$ cat config.mk
export PLATFORM = sky130hd
export DESIGN_NAME = seg7_scan
export DESIGN_NICKNAME = d
export VERILOG_FILES = /design/src/rtl/seg7_pkg.sv /design/src/rtl/hex7seg.sv /design/src/rtl/seg7_scan.sv
export SDC_FILE = /design/constraint.sdc
export NUM_CORES = 1
export LEC_CHECK = 0
export BUFFER_PORTS_ARGS = -buffer_cell sky130_fd_sc_hd__buf_2
export CAP_MARGIN = 20
export CORE_MARGIN = 1
export CORE_UTILIZATION = 61
export CTS_CLUSTER_DIAMETER = 60
export CTS_CLUSTER_SIZE = 28
export DETAILED_ROUTE_END_ITERATION = 8
export PLACE_DENSITY = 0.87
export RECOVER_POWER = 50
export SLEW_MARGIN = 30
export SYNTH_ARGS = -nofsm -noshare
export SYNTH_HDL_FRONTEND = slang
export SYNTH_SLANG_ARGS = --single-unit
$ cat constraint.sdc
create_clock -name mclk -period 5.7 [get_ports mclk]
set_clock_uncertainty 0.1 [all_clocks]
set_input_delay 1.425 -clock mclk [delete_from_list [all_inputs] [get_ports mclk]]
set_output_delay 1.425 -clock mclk [all_outputs]
set_load 0.05 [all_outputs]
$ cat src/rtl/seg7_pkg.sv
// Shared seven-segment constants: active-low {g,f,e,d,c,b,a}
// glyph patterns for hex digits plus the all-off codes.
package seg7_pkg;

    localparam logic [6:0] SEG_0 = 7'b1000000;
    localparam logic [6:0] SEG_1 = 7'b1111001;
    localparam logic [6:0] SEG_2 = 7'b0100100;
    localparam logic [6:0] SEG_3 = 7'b0110000;
    localparam logic [6:0] SEG_4 = 7'b0011001;
    localparam logic [6:0] SEG_5 = 7'b0010010;
    localparam logic [6:0] SEG_6 = 7'b0000010;
    localparam logic [6:0] SEG_7 = 7'b1111000;
    localparam logic [6:0] SEG_8 = 7'b0000000;
    localparam logic [6:0] SEG_9 = 7'b0010000;
    localparam logic [6:0] SEG_A = 7'b0001000;
    localparam logic [6:0] SEG_B = 7'b0000011;
    localparam logic [6:0] SEG_C = 7'b1000110;
    localparam logic [6:0] SEG_D = 7'b0100001;
    localparam logic [6:0] SEG_E = 7'b0000110;
    localparam logic [6:0] SEG_F = 7'b0001110;

    localparam logic [6:0] SEG_BLANK = 7'h7F;
    localparam logic [3:0] AN_OFF    = 4'hF;

endpackage

$ cat src/rtl/hex7seg.sv
// Combinational nibble to active-low seven-segment decoder,
// shared by the board's display blocks.
module hex7seg
    import seg7_pkg::*;
(
    input  logic [3:0] nib,
    output logic [6:0] seg
);

    always_comb begin
        seg = SEG_BLANK;
        unique case (nib)
            4'h0: seg = SEG_0;
            4'h1: seg = SEG_1;
            4'h2: seg = SEG_2;
            4'h3: seg = SEG_3;
            4'h4: seg = SEG_4;
            4'h5: seg = SEG_5;
            4'h6: seg = SEG_6;
            4'h7: seg = SEG_7;
            4'h8: seg = SEG_8;
            4'h9: seg = SEG_9;
            4'hA: seg = SEG_A;
            4'hB: seg = SEG_B;
            4'hC: seg = SEG_C;
            4'hD: seg = SEG_D;
            4'hE: seg = SEG_E;
            4'hF: seg = SEG_F;
        endcase
    end

endmodule

$ cat src/rtl/seg7_scan.sv
// Four-digit multiplexed seven-segment driver with frame-latched
// data, leading-zero blanking and an anode guard after each advance.
module seg7_scan
    import seg7_pkg::*;
#(
    parameter int DIGITS   = 4,
    parameter int TICK_DIV = 32768,
    parameter int GUARD    = 64
) (
    input  logic                  mclk,
    input  logic                  clr,
    input  logic [4*DIGITS-1:0]   value,
    input  logic [DIGITS-1:0]     dp,
    input  logic [DIGITS-1:0]     digit_en,
    input  logic                  lzb,
    output logic [DIGITS-1:0]     an,
    output logic [6:0]            seg,
    output logic                  dp_n,
    output logic                  scan_tick
);

    localparam int CW = $clog2(TICK_DIV);
    localparam int IW = $clog2(DIGITS);

    logic [CW-1:0]         cnt;
    logic [CW-1:0]         gcnt;
    logic [IW-1:0]         idx;
    logic                  pend;
    logic [4*DIGITS-1:0]   value_s;
    logic [DIGITS-1:0]     dp_s;
    logic [DIGITS-1:0]     en_s;
    logic                  lzb_s;

    logic [DIGITS-1:0]     blank;
    logic                  term;
    logic                  last;
    logic                  cur_blank;
    logic [3:0]            nib;
    logic [6:0]            dec;

    assign term      = (cnt == CW'(TICK_DIV - 1));
    assign last      = (idx == IW'(DIGITS - 1));
    assign nib       = value_s[4*idx +: 4];
    assign cur_blank = blank[idx];

    // A digit is dark if disabled, or if it and every digit above it are zero
    always_comb begin
        blank = '0;
        for (int k = 0; k < DIGITS; k++) begin
            blank[k] = !en_s[k]
                || (lzb_s && (k != 0)
                    && ((value_s >> (4*k)) == '0));
        end
    end

    hex7seg u_dec (
        .nib (nib),
        .seg (dec)
    );

    always_ff @(posedge mclk) begin
        if (clr) begin
            cnt       <= '0;
            idx       <= '0;
            gcnt      <= '0;
            pend      <= 1'b1;
            value_s   <= '0;
            dp_s      <= '0;
            en_s      <= '0;
            lzb_s     <= 1'b0;
            an        <= AN_OFF;
            seg       <= SEG_BLANK;
            dp_n      <= 1'b1;
            scan_tick <= 1'b0;
        end else begin
            scan_tick <= 1'b0;
            if (gcnt != '0) begin
                gcnt <= gcnt - 1'b1;
            end
            if (term) begin
                cnt       <= '0;
                idx       <= last ? '0 : idx + 1'b1;
                scan_tick <= 1'b1;
                gcnt      <= CW'(GUARD);
            end else begin
                cnt <= cnt + 1'b1;
            end
            // Latch a whole frame at once so a frame never tears
            if (pend || (term && last)) begin
                pend    <= 1'b0;
                value_s <= value;
                dp_s    <= dp;
                en_s    <= digit_en;
                lzb_s   <= lzb;
            end
            an   <= ((gcnt != '0) || cur_blank)
                    ? AN_OFF : ~(DIGITS'(1) << idx);
            seg  <= cur_blank ? SEG_BLANK : dec;
            dp_n <= cur_blank | ~dp_s[idx];
        end
    end

endmodule

Word-level counts from Yosys, hierarchy flattened
Memories as Yosys holds them, arrays and structs flattened. A register that Yosys moved wholly into a read port is not among the register bits.
Cells that the tools add are included.
{"block": "word_totals", "out_inout_bits": 13, "wordCells": 53, "mem_count": 1, "regBits": 64, "input_bits": 27, "rom_bits": 112}
{"block": "op_classes", "eq_ne": 2, "n_reduce_logical": 21, "bitwise_logic": 3, "shifts": 2, "order_cmp": 1, "muxes": 8, "addsub": 3}
{"memory": "(no name shown)", "words": 16, "word_bits": 7, "rd": 1, "rd_clocked_by_memory_dff": 1, "wr": 0, "line": "hex7seg.sv:12", "source": "unique case (nib)"}
{"cell": "$logic_not 16->1", "n": 3}
{"cell": "$shiftx 16x5->4", "n": 1}
{"cell": "$add 15x1->15 const B", "n": 1}
{"cell": "$eq 15x15->1 const B", "n": 1}
{"cell": "$reduce_bool 15->1", "n": 1}
{"cell": "$sub 15x1->15 const B", "n": 1}
{"cell": "$mux 7", "n": 2}
{"cell": "$reduce_or 2->1", "n": 3}
{"cell": "$logic_or 1x1->1", "n": 5}
{"cell": "$bmux 1 s2", "n": 2}
{"cell": "$logic_and 1x1->1", "n": 4}
{"cell": "$logic_not 1->1", "n": 4}
{"cell": "$not 4->4", "n": 1}
{"cell": "$shl 1x2->4 const A", "n": 1}
{"cell": "$lt 2x3->1 const B", "n": 1}
{"cell": "$mux 1", "n": 3}
{"cell": "$add 2x1->2 const B", "n": 1}
{"cell": "$eq 2x2->1 const B", "n": 1}
{"cell": "$mux 2", "n": 1}
{"cell": "$reduce_bool 2->1", "n": 1}
{"cell": "$not 1->1", "n": 1}
{"cell": "$or 1x1->1", "n": 1}

Depth between registers and ports, before layout
Gate-level depths: netlist (run 1).
{"block": "logic_depth", "ltp_word": 7, "depth_mapped": 8}

Modules after synthesis
A second synthesis (run 1) with hierarchy kept.
{"block": "unflattened", "hier_cells": 365, "area_unflattened_um2": 3480.8}
{"mod": "seg7_scan", "seq_area_each_um2": 1421.4, "n_inst": 1, "cells_per_inst": 333, "area_per_inst_um2": 3205.6}
{"mod": "hex7seg", "seq_area_each_um2": 0.0, "n_inst": 1, "cells_per_inst": 32, "area_per_inst_um2": 275.3}

Least setup slack after synthesis (run 1)
No wires, ideal clock.
{"block": "synth_timing", "kind": "input to register", "start": "input clr", "end": "register seg[6]", "path_slack_ps": 3152, "required_ps": 5459, "setup_ps": 141, "stages": 6, "arrival_time_ps": 2306, "cell_sequence": "clkbuf_1 > nor2_1 > a2bb2oi_1 > a21oi_1 > clkbuf_1 > o211ai_1"}
{"block": "synth_via", "elab_chain_cells": 1}
{"item": "from (decl)", "line": "seg7_scan.sv:11", "source": "input logic clr,"}
{"item": "$reduce_or 2->1 (no line)"}
{"item": "to (decl)", "line": "seg7_scan.sv:17", "source": "output logic [6:0] seg,"}
Every way passes these cells.
A chain may end at the register's enable or synchronous reset.

Worst setup path in the final report (run 1)
{"block": "layout_timing", "start": "input clr", "end": "register seg[2]"}
Same word-level chain as after synthesis.

==> metrics.md, run 1 <==
| Metric | Value |
|---|---|
| Status | `completed` |
| Final hold vios | `0` |
| Number of global-route vias before repair | `2154` |
| FF-to-FF path depth | `6` |
| Root buffer cell | `clkbuf_8` |
| Drt drc | `0` |
| Slew HR | `0.0208` |
| FP Rows | `25` |
| Initial antenna violation count | `0` |
| Layout cells sized above 1 | `0.172` |
| # Max-Cap Violations | `0` |
| Slowest CP cell | `a21oi_1` |
| Nets | `402` |
| Syn nets | `369` |
| WL final | `around 5800 um` |
| YS warnings | `0` |
| Final cell count without fillers | `433` |
| Fin crit share | `0.566` |
| Core Area | `0.00488 mm^2` |
| First-pass GRT wire length | `9430 um` |
| Pin count of the biggest net entering global routing | `37` |
| GPL Wtd Cong | `roughly 0.8` |
| Worst EP required | `5.76 ns` |
| Hold worst-path end | `cnt[0]` |
| Crit-path cells | `clkbuf_1, nor2_1, a2bb2oi_1, a21oi_1, o221ai_1` |
| Detailed Routing Iterations Pass 1 | `5` |
| Vias per cell | `5.47` |
| Synth top area cells | `dfxtp_1, mux2i_1, nor2_1` |
| Post-DP HPWL | `4180 um` |
| Hold Path Depth | `1` |
| Hold WC Path Type | `reg -> reg` |
| Die footprint | `0.00550 mm^2` |
| Worst setup EP type | `flop` |
| Ant diodes | `0` |
| Leak | `0.00148 uW` |
| Crit Path Class | `in -> reg` |
| Final WS setup | `2.47 ns` |
| PD cells | `393 mW/mm^2` |
| Seq/Total Area, Yosys | `0.447` |
| TritonCTS Buffers | `9` |
| Die Y | `74.2 um` |
| Clk sink count | `71` |
| Clk_lat worst skew | `around 0.34 ns` |
| Starting Density | `0.651` |
| Worst R2R Setup Slack | `3.31 ns` |
| Post-CTS setup buffers | `0` |
| DR WL/cell | `13.3 um` |
| Worst Tran Pin Value | `1.47 ns` |
| Hold Startpoint | `cnt[0]` |
| Cell Area, Synth | `about 0.0032 mm^2` |
| Seq cells post-synth | `71` |
| CTS resizes | `0` |
| CP peak stage delay | `0.69 ns` |
| Drt initial violations | `approximately 170` |
| Setup repair after global routing missed its margin | `false` |
| Yosys cell types | `48` |
| Total grt overflow | `0` |
| Largest fanout on the critical path | `36` |
| Async S/R FF share, synth | `0` |
| H-Tree Depth | `3` |
| Synth Flop Type | `dfxtp_1` |
| Area share of the leading cell type in the synthesized netlist | `0.447` |
| Pre-CTS setup slack | `2.52 ns` |
| CTS tree | `done` |
| Slew Limit Fails | `0` |
| Fmax | `0.310 GHz` |
| Minimum clock period | `3.23 ns` |
| Via count | `2368` |
| Leading area contributor after synthesis | `dfxtp_1` |
| Syn_area_per_cell | `around 9.7 um^2` |
| Clock buffer depth | `2` |
| Post-Place Cells | `418` |
| Critical R2R Launch | `idx[0]` |
| Total track usage | `0.229` |
| Setup_tns | `0 ns` |
| I/O pin count | `40` |
| Clk pin slew, worst setup/hold paths | `~0.070 ns` |
| P&R area growth vs syn | `12.4%` |
| Hold_buf cts | `0` |
| CP Data Arrival Time | `3.29 ns` |
| Routed Antenna Nets | `0` |
| Port Buf Inserts | `39` |
| Reg2reg end | `en_s[2]` |
| Die W | `between 70 and 80 um` |
| Cells after Synth | `329` |
| Startpoint Class | `input pin` |
| Peak supply drop | `0.245 mV` |
| Post-synth EDFFs | `0` |
| Final setup fails | `0` |
## layer usage
layer	wire length (um)	global-route usage
met1	2690	0.288
met2	2740	0.369
met3	232	0.0528
met4	104	0.115
met5	0	0
## registers in the layout, indices dropped and copies added, names as in the netlist
register / count
dp_n: 1
an: 4
gcnt: 15
scan_tick: 1
dp_s: 4
value_s: 16
lzb_s: 1
seg: 7
en_s: 4
cnt: 15
pend: 1
idx: 2
## Yosys cell counts (2+ instances only)
| master | n |
|---|---|
| a31oi_1 | 2 |
| o21ai_0 | 5 |
| o211ai_1 | 2 |
| nand2b_1 | 4 |
| nor4_1 | 4 |
| buf_4 | 2 |
| nor2b_1 | 2 |
| nand4_1 | 7 |
| nand3_1 | 13 |
| ha_1 | 13 |
| inv_1 | 8 |
| mux2i_1 | 27 |
| buf_2 | 4 |
| a21oi_1 | 10 |
| or3_2 | 2 |
| nor2_1 | 59 |
| xor2_1 | 12 |
| and2_1 | 3 |
| nand2_1 | 17 |
| and4_1 | 3 |
| nor3_1 | 3 |
| mux2_2 | 2 |
| mux4_2 | 5 |
| xnor2_1 | 9 |
| a22oi_1 | 2 |
| or4_4 | 3 |
| and3_1 | 5 |
| clkbuf_1 | 10 |
| or3_1 | 2 |
| dfxtp_1 | 71 |
## layout by cell type, fill, tap and decap left out, types with 4 or more instances in the layout
cell and n:
mux4_2 5, nand3_1 13, o21ai_0 5, inv_1 8, nand4_1 7, ha_1 13, xnor2_1 9, xor2_1 12
buf_2 26, mux2i_1 27, clkbuf_1 13, dfxtp_1 71, nor4_1 4, nor2_1 59, clkbuf_8 12, nand2_1 17
a21oi_1 10, and3_1 5
## stage by stage
stage          hold slack (ns)  cell area [um^2]  total power, uW   util
6_report                 0.354              3570             1400  0.732
5_1_grt                  0.369              3570             1490  0.732
4_1_cts                  0.358              3580             1410  0.734
3_5_place_dp             0.348              3400             1050  0.697
3_3_place_gp             0.319              3370             1030  0.691
2_1_floorplan            0.313              3180              990      -
## worst max-delay path: cells and delay by family
family                 cells  cell delay (ns)
AOI/OAI and AO/OA          3             1.03
buffers and inverters      1             0.55
and+or+nand+nor            1             0.26
## cells by family after synthesis
group | after synthesis | share of synthesized area
compound gates | 30 | 0.0622
xor+xnor | 21 | 0.0579
fa+ha+maj | 13 | 0.0512
buf+inv | 26 | 0.0382
flops | 71 | 0.447
mux | 34 | 0.128
simple gates | 134 | 0.215
## report_power, final
group	total, uW	internal [uW]	switching [uW]	leakage, uW
clock network	362	190	172	0.0000942
logic	434	184	250	0.000800
registers	607	554	53.1	0.000582
total	1400	927	475	0.00148
## final cells by class
class / instances / area [um^2]
Timing Repair Buffer: 40 / 206
Multi-Input combinational cell: 232 / 1650
Clock buffer: 12 / 165
Fill cell: 354 / 1310
Sequential cell: 71 / 1420
Tap cell: 67 / 83.8
Clock inverter: 3 / 17.5
Inverter: 8 / 30.0
## how the worst max path moves through the flow
stage | from | endpoint | depth (start not counted)
6_report | clr | seg[2] | 5
3_5_place_dp | clr | seg[2] | 5
3_3_place_gp | clr | seg[2] | 5
4_1_cts | clr | seg[2] | 5
5_1_grt | clr | seg[2] | 5
2_1_floorplan | clr | seg[6] | 6
No activity file was read; power rests on OpenSTA's default activity.
==> inputs of run 2 (changes only) <==
--- a/config.mk
+++ b/config.mk
@@ -5,14 +5,15 @@
 export SDC_FILE = /design/constraint.sdc
 export NUM_CORES = 1
 export LEC_CHECK = 0
+export ABC_AREA = 1
 export BUFFER_PORTS_ARGS = -buffer_cell sky130_fd_sc_hd__buf_2
 export CAP_MARGIN = 20
 export CORE_MARGIN = 1
-export CORE_UTILIZATION = 61
+export CORE_UTILIZATION = 58
 export CTS_CLUSTER_DIAMETER = 60
 export CTS_CLUSTER_SIZE = 28
 export DETAILED_ROUTE_END_ITERATION = 8
-export PLACE_DENSITY = 0.87
+export PLACE_DENSITY = 0.83
 export RECOVER_POWER = 50
 export SLEW_MARGIN = 30
 export SYNTH_ARGS = -nofsm -noshare
==> constraint.sdc (replaced) <==
create_clock -name mclk -period 3.4 [get_ports mclk]
set_clock_uncertainty 0.1 [all_clocks]
set_input_delay 0.85 -clock mclk [delete_from_list [all_inputs] [get_ports mclk]]
set_output_delay 0.85 -clock mclk [all_outputs]
set_load 0.05 [all_outputs]
==> run 2 against run 1 <==
Compared with the run above: non-clock buffer count shrank 1; largest cell class unchanged; critical path depth grew 7; critical path type is now reg -> reg; sequential power grew 64%; highest routed layer unchanged; global-route usage grew 1.4 points.
==> metrics.md, run 2 <==
| Metric | Value |
|---|---|
| Via count | `3229 (was 2368)` |
| Final WS setup | `0.852 ns (was 2.47 ns)` |
| Post-CTS setup buffers | `0 (unchanged)` |
| Top reg by flops | `value_s (unchanged)` |
| Synth top cells by count | `nand2_1, nor2_1, dfxtp_1 (was dfxtp_1, nor2_1, mux2i_1)` |
| CP peak stage delay | `0.75 ns (was 0.69 ns)` |
| Clk_lat worst skew | `0.35 ns (was 0.34 ns)` |
| NetSw | `809 uW (was 475 uW)` |
| Slowest CP cell | `dfxtp_1 (was a21oi_1)` |
| Syn_area_per_cell | `6.79 um^2 (was 9.66 um^2)` |
| Core Area | `0.00589 mm^2 (was 0.00488 mm^2)` |
| Footprint of the multi-input gates | `0.00179 mm^2 (was 0.00165 mm^2)` |
| Hold Path Depth | `1 (unchanged)` |
| Seq cells post-synth | `71 (unchanged)` |
| FF-to-FF path depth | `12 (was 6)` |
| Register share of total power | `0.416 (was 0.433)` |
| CP delay by family, top | `flip-flops (was compound AO/OA/AOI/OAI gates)` |
| Hold WC Path Type | `reg -> reg (unchanged)` |
| Routed Antenna Nets | `0 (unchanged)` |
| Internal power | `1580 uW (was 927 uW)` |
| Port Buf Inserts | `39 (unchanged)` |
| Yosys cell types | `28 (was 48)` |
| Status | `completed (unchanged)` |
| Drt drc | `0 (unchanged)` |
| Layout cells sized above 1 | `0.0823 (was 0.172)` |
| Root buffer cell | `clkbuf_8 (unchanged)` |
| H-Tree Depth | `3 (unchanged)` |
| Worst EP required | `3.53 ns (was 5.76 ns)` |
| Initial antenna violation count | `0 (unchanged)` |
| Most frequent CP cell | `nand2_1` |
| Crit-path cells | `clkinv_1, nand2_1, nand3_1, nand2_1, inv_1, ha_1, inv_1, o21ai_0, nand2_1, nand2_1, inv_1, nand2_1 (was clkbuf_1, nor2_1, a2bb2oi_1, a21oi_1, o221ai_1)` |
| Fill cells | `522 (was 354)` |
| WL final | `7230 um (was 5760 um)` |
| CTS resizes | `0 (unchanged)` |
| Die Y | `80.0 um (was 74.2 um)` |
| Reg2reg end | `seg[0] (was en_s[2])` |
| Largest fanout on the critical path | `22 (was 36)` |
| YS warnings | `0 (unchanged)` |
| Final hold vios | `0 (unchanged)` |
| Clock power share | `0.295 (was 0.258)` |
| Commonest non-fill, non-tap cell in the layout | `nand2_1 (was dfxtp_1)` |
| Async S/R FF share, synth | `0 (unchanged)` |
| Hold_buf cts | `0 (unchanged)` |
| Count leader, synth | `nand2_1 (was dfxtp_1)` |
| Detailed Routing Iterations Pass 1 | `4 (was 5)` |
| TritonCTS Buffers | `9 (unchanged)` |
| DR WL/cell | `11.4 um (was 13.3 um)` |
| Fin crit share | `0.750` |
| PD cells | `611 mW/mm^2 (was 393 mW/mm^2)` |
| Starting Density | `0.599 (was 0.651)` |
| Total track usage | `0.242 (was 0.229)` |
| Clk pin slew, worst setup/hold paths | `0.07 ns (about the same)` |
| Total grt overflow | `0 (unchanged)` |
| Largest register FFs | `16 (unchanged)` |
| Nets | `594 (was 402)` |
| Switching part of the total | `0.339 (about the same)` |
| Synth top area cells | `dfxtp_1, nand2_1, nor2_1 (was dfxtp_1, mux2i_1, nor2_1)` |
| Seq/Total Area, Yosys | `0.403 (was 0.447)` |
| Worst hold slack | `0.368 ns (was 0.354 ns)` |
| Worst setup EP type | `flop (unchanged)` |
| Worst R2R Setup Slack | `0.85 ns (was 3.31 ns)` |
| Top Registers | `value_s (16), cnt (15), gcnt (15) (unchanged)` |
| Pre-CTS setup slack | `0.905 ns (was 2.52 ns)` |
| Worst Tran Pin Value | `0.847 ns (was 1.47 ns)` |
| Vias per cell | `5.09 (was 5.47)` |
| Clk sink count | `71 (unchanged)` |
| Clock buffer depth | `2 (unchanged)` |
| CP Data Arrival Time | `2.68 ns (was 3.29 ns)` |
| Slew Limit Fails | `0 (unchanged)` |
| Cell Area, Synth | `0.00353 mm^2 (was 0.00318 mm^2)` |
| Leading area contributor after synthesis | `dfxtp_1 (unchanged)` |
| Pin count of the biggest net entering global routing | `27 (was 37)` |
| GPL Wtd Cong | `0.857 (was 0.792)` |
| Number of global-route vias before repair | `2806 (was 2154)` |
| Peak supply drop | `0.344 mV (was 0.245 mV)` |
| WP buf/inv | `4 (was 1)` |
| Leak | `0.00185 uW (was 0.00148 uW)` |
| Register area | `0.00142 mm^2 (unchanged)` |
| I/O pin count | `40 (unchanged)` |
| Hold Startpoint | `cnt[0] (unchanged)` |
| Syn nets | `559 (was 369)` |
| Die footprint | `0.00640 mm^2 (was 0.00550 mm^2)` |
| Area share of the leading cell type in the synthesized netlist | `0.403 (was 0.447)` |
| Setup repair after global routing missed its margin | `false (unchanged)` |
| Post-DP HPWL | `4920 um (was 4180 um)` |
| P&R area growth vs syn | `10.9% (was 12.4%)` |
| # Max-Cap Violations | `0 (unchanged)` |
| Crit Path Class | `reg -> reg (was in -> reg)` |
| Final setup fails | `0 (unchanged)` |
| Setup_tns | `0 ns (unchanged)` |
| CTS tree | `done (unchanged)` |
| Power, Total | `2390 uW (was 1400 uW)` |
| Ant diodes | `0 (unchanged)` |
| Post-synth EDFFs | `0 (unchanged)` |
| Drt initial violations | `224 (was 167)` |
| FP Rows | `28 (was 25)` |
| Minimum clock period | `between 2 and 3 ns` |
| Combinational fraction of design power | `0.289 (was 0.309)` |
| Die W | `80.0 um (was 74.2 um)` |
| Synth Flop Type | `dfxtp_1 (unchanged)` |
| First-pass GRT wire length | `12100 um (was 9430 um)` |
| Most frequent cells in the layout | `nand2_1, nor2_1, dfxtp_1 (was dfxtp_1, nor2_1, mux2i_1)` |
| Critical R2R Launch | `idx[0] (unchanged)` |
| Cells after Synth | `519 (was 329)` |
| Hold worst-path end | `cnt[0] (unchanged)` |
| Fmax | `0.392 GHz` |
| Slew HR | `0.434 (was 0.0208)` |
| Startpoint Class | `flop (was input pin)` |
==> run 2: final cells by class <==
| class | count | area share |
|---|---|---|
| Clock inverter | 3 | 0.0102 |
| Inverter | 59 | 0.0567 |
| Clock buffer | 13 | 0.0432 |
| Sequential cell | 71 | 0.364 |
| Tap cell | 75 | 0.0240 |
| Multi-Input combinational cell | 374 | 0.457 |
| Timing Repair Buffer | 39 | 0.0455 |
==> run 2: power groups by stage <==
stage / Clock, uW / Sequential, uW / Combinational (uW)
finish: 704 / 994 / 690
global route: 749 / 1000 / 789
CTS: 708 / 992 / 684
detailed placement: 0 / 1010 / 671
global placement: 0 / 1010 / 655
floorplan: 0 / 1010 / 543
==> run 2: logic make-up (layout without fill, tap and decap cells) <==
family	after synthesis	in the layout	synth area share
flip-flops	71	71	0.403
adder cells (fa/ha/maj)	13	13	0.0461
AO/OA/AOI/OAI	31	31	0.0479
AND/OR/NAND/NOR	312	312	0.368
buffers and inverters	74	114	0.0898
XOR/XNOR	18	18	0.0447
==> run 2: metal layers <==
metal  global-route usage  routed length, um  vias to the layer above
met5                    0                  0                        -
met3               0.0491                331                       17
met4               0.0982                135                        0
li1                     -                  -                     1689
met2                0.378               3160                       78
met1                0.325               3600                     1445
==> run 2: how the worst max path moves through the flow <==
stage / to / startpoint / cells past startpoint
2_1_floorplan: seg[0] / idx[0] / 13
3_3_place_gp: seg[0] / idx[0] / 12
3_5_place_dp: seg[0] / idx[0] / 12
4_1_cts: seg[0] / idx[0] / 12
5_1_grt: seg[0] / idx[0] / 12
6_report: seg[0] / idx[0] / 12
==> run 2: worst reg2reg max path, stage by stage (launching register included) <==
cell	delay [ns]
dfxtp_1	0.75
clkinv_1	0.42
nand2_1	0.13
nand3_1	0.07
nand2_1	0.19
inv_1	0.11
ha_1	0.23
inv_1	0.10
o21ai_0	0.09
nand2_1	0.09
nand2_1	0.06
inv_1	0.05
nand2_1	0.04
==> run 2: metrics by stage <==
stage / cells / util / instance area, um^2
after CTS: 634 / 0.669 / 3940
after global placement: 618 / 0.632 / 3720
final: 634 / 0.664 / 3910
after floorplan: 519 / - / 3530
after global routing: 634 / 0.664 / 3910
after detailed placement: 618 / 0.633 / 3730
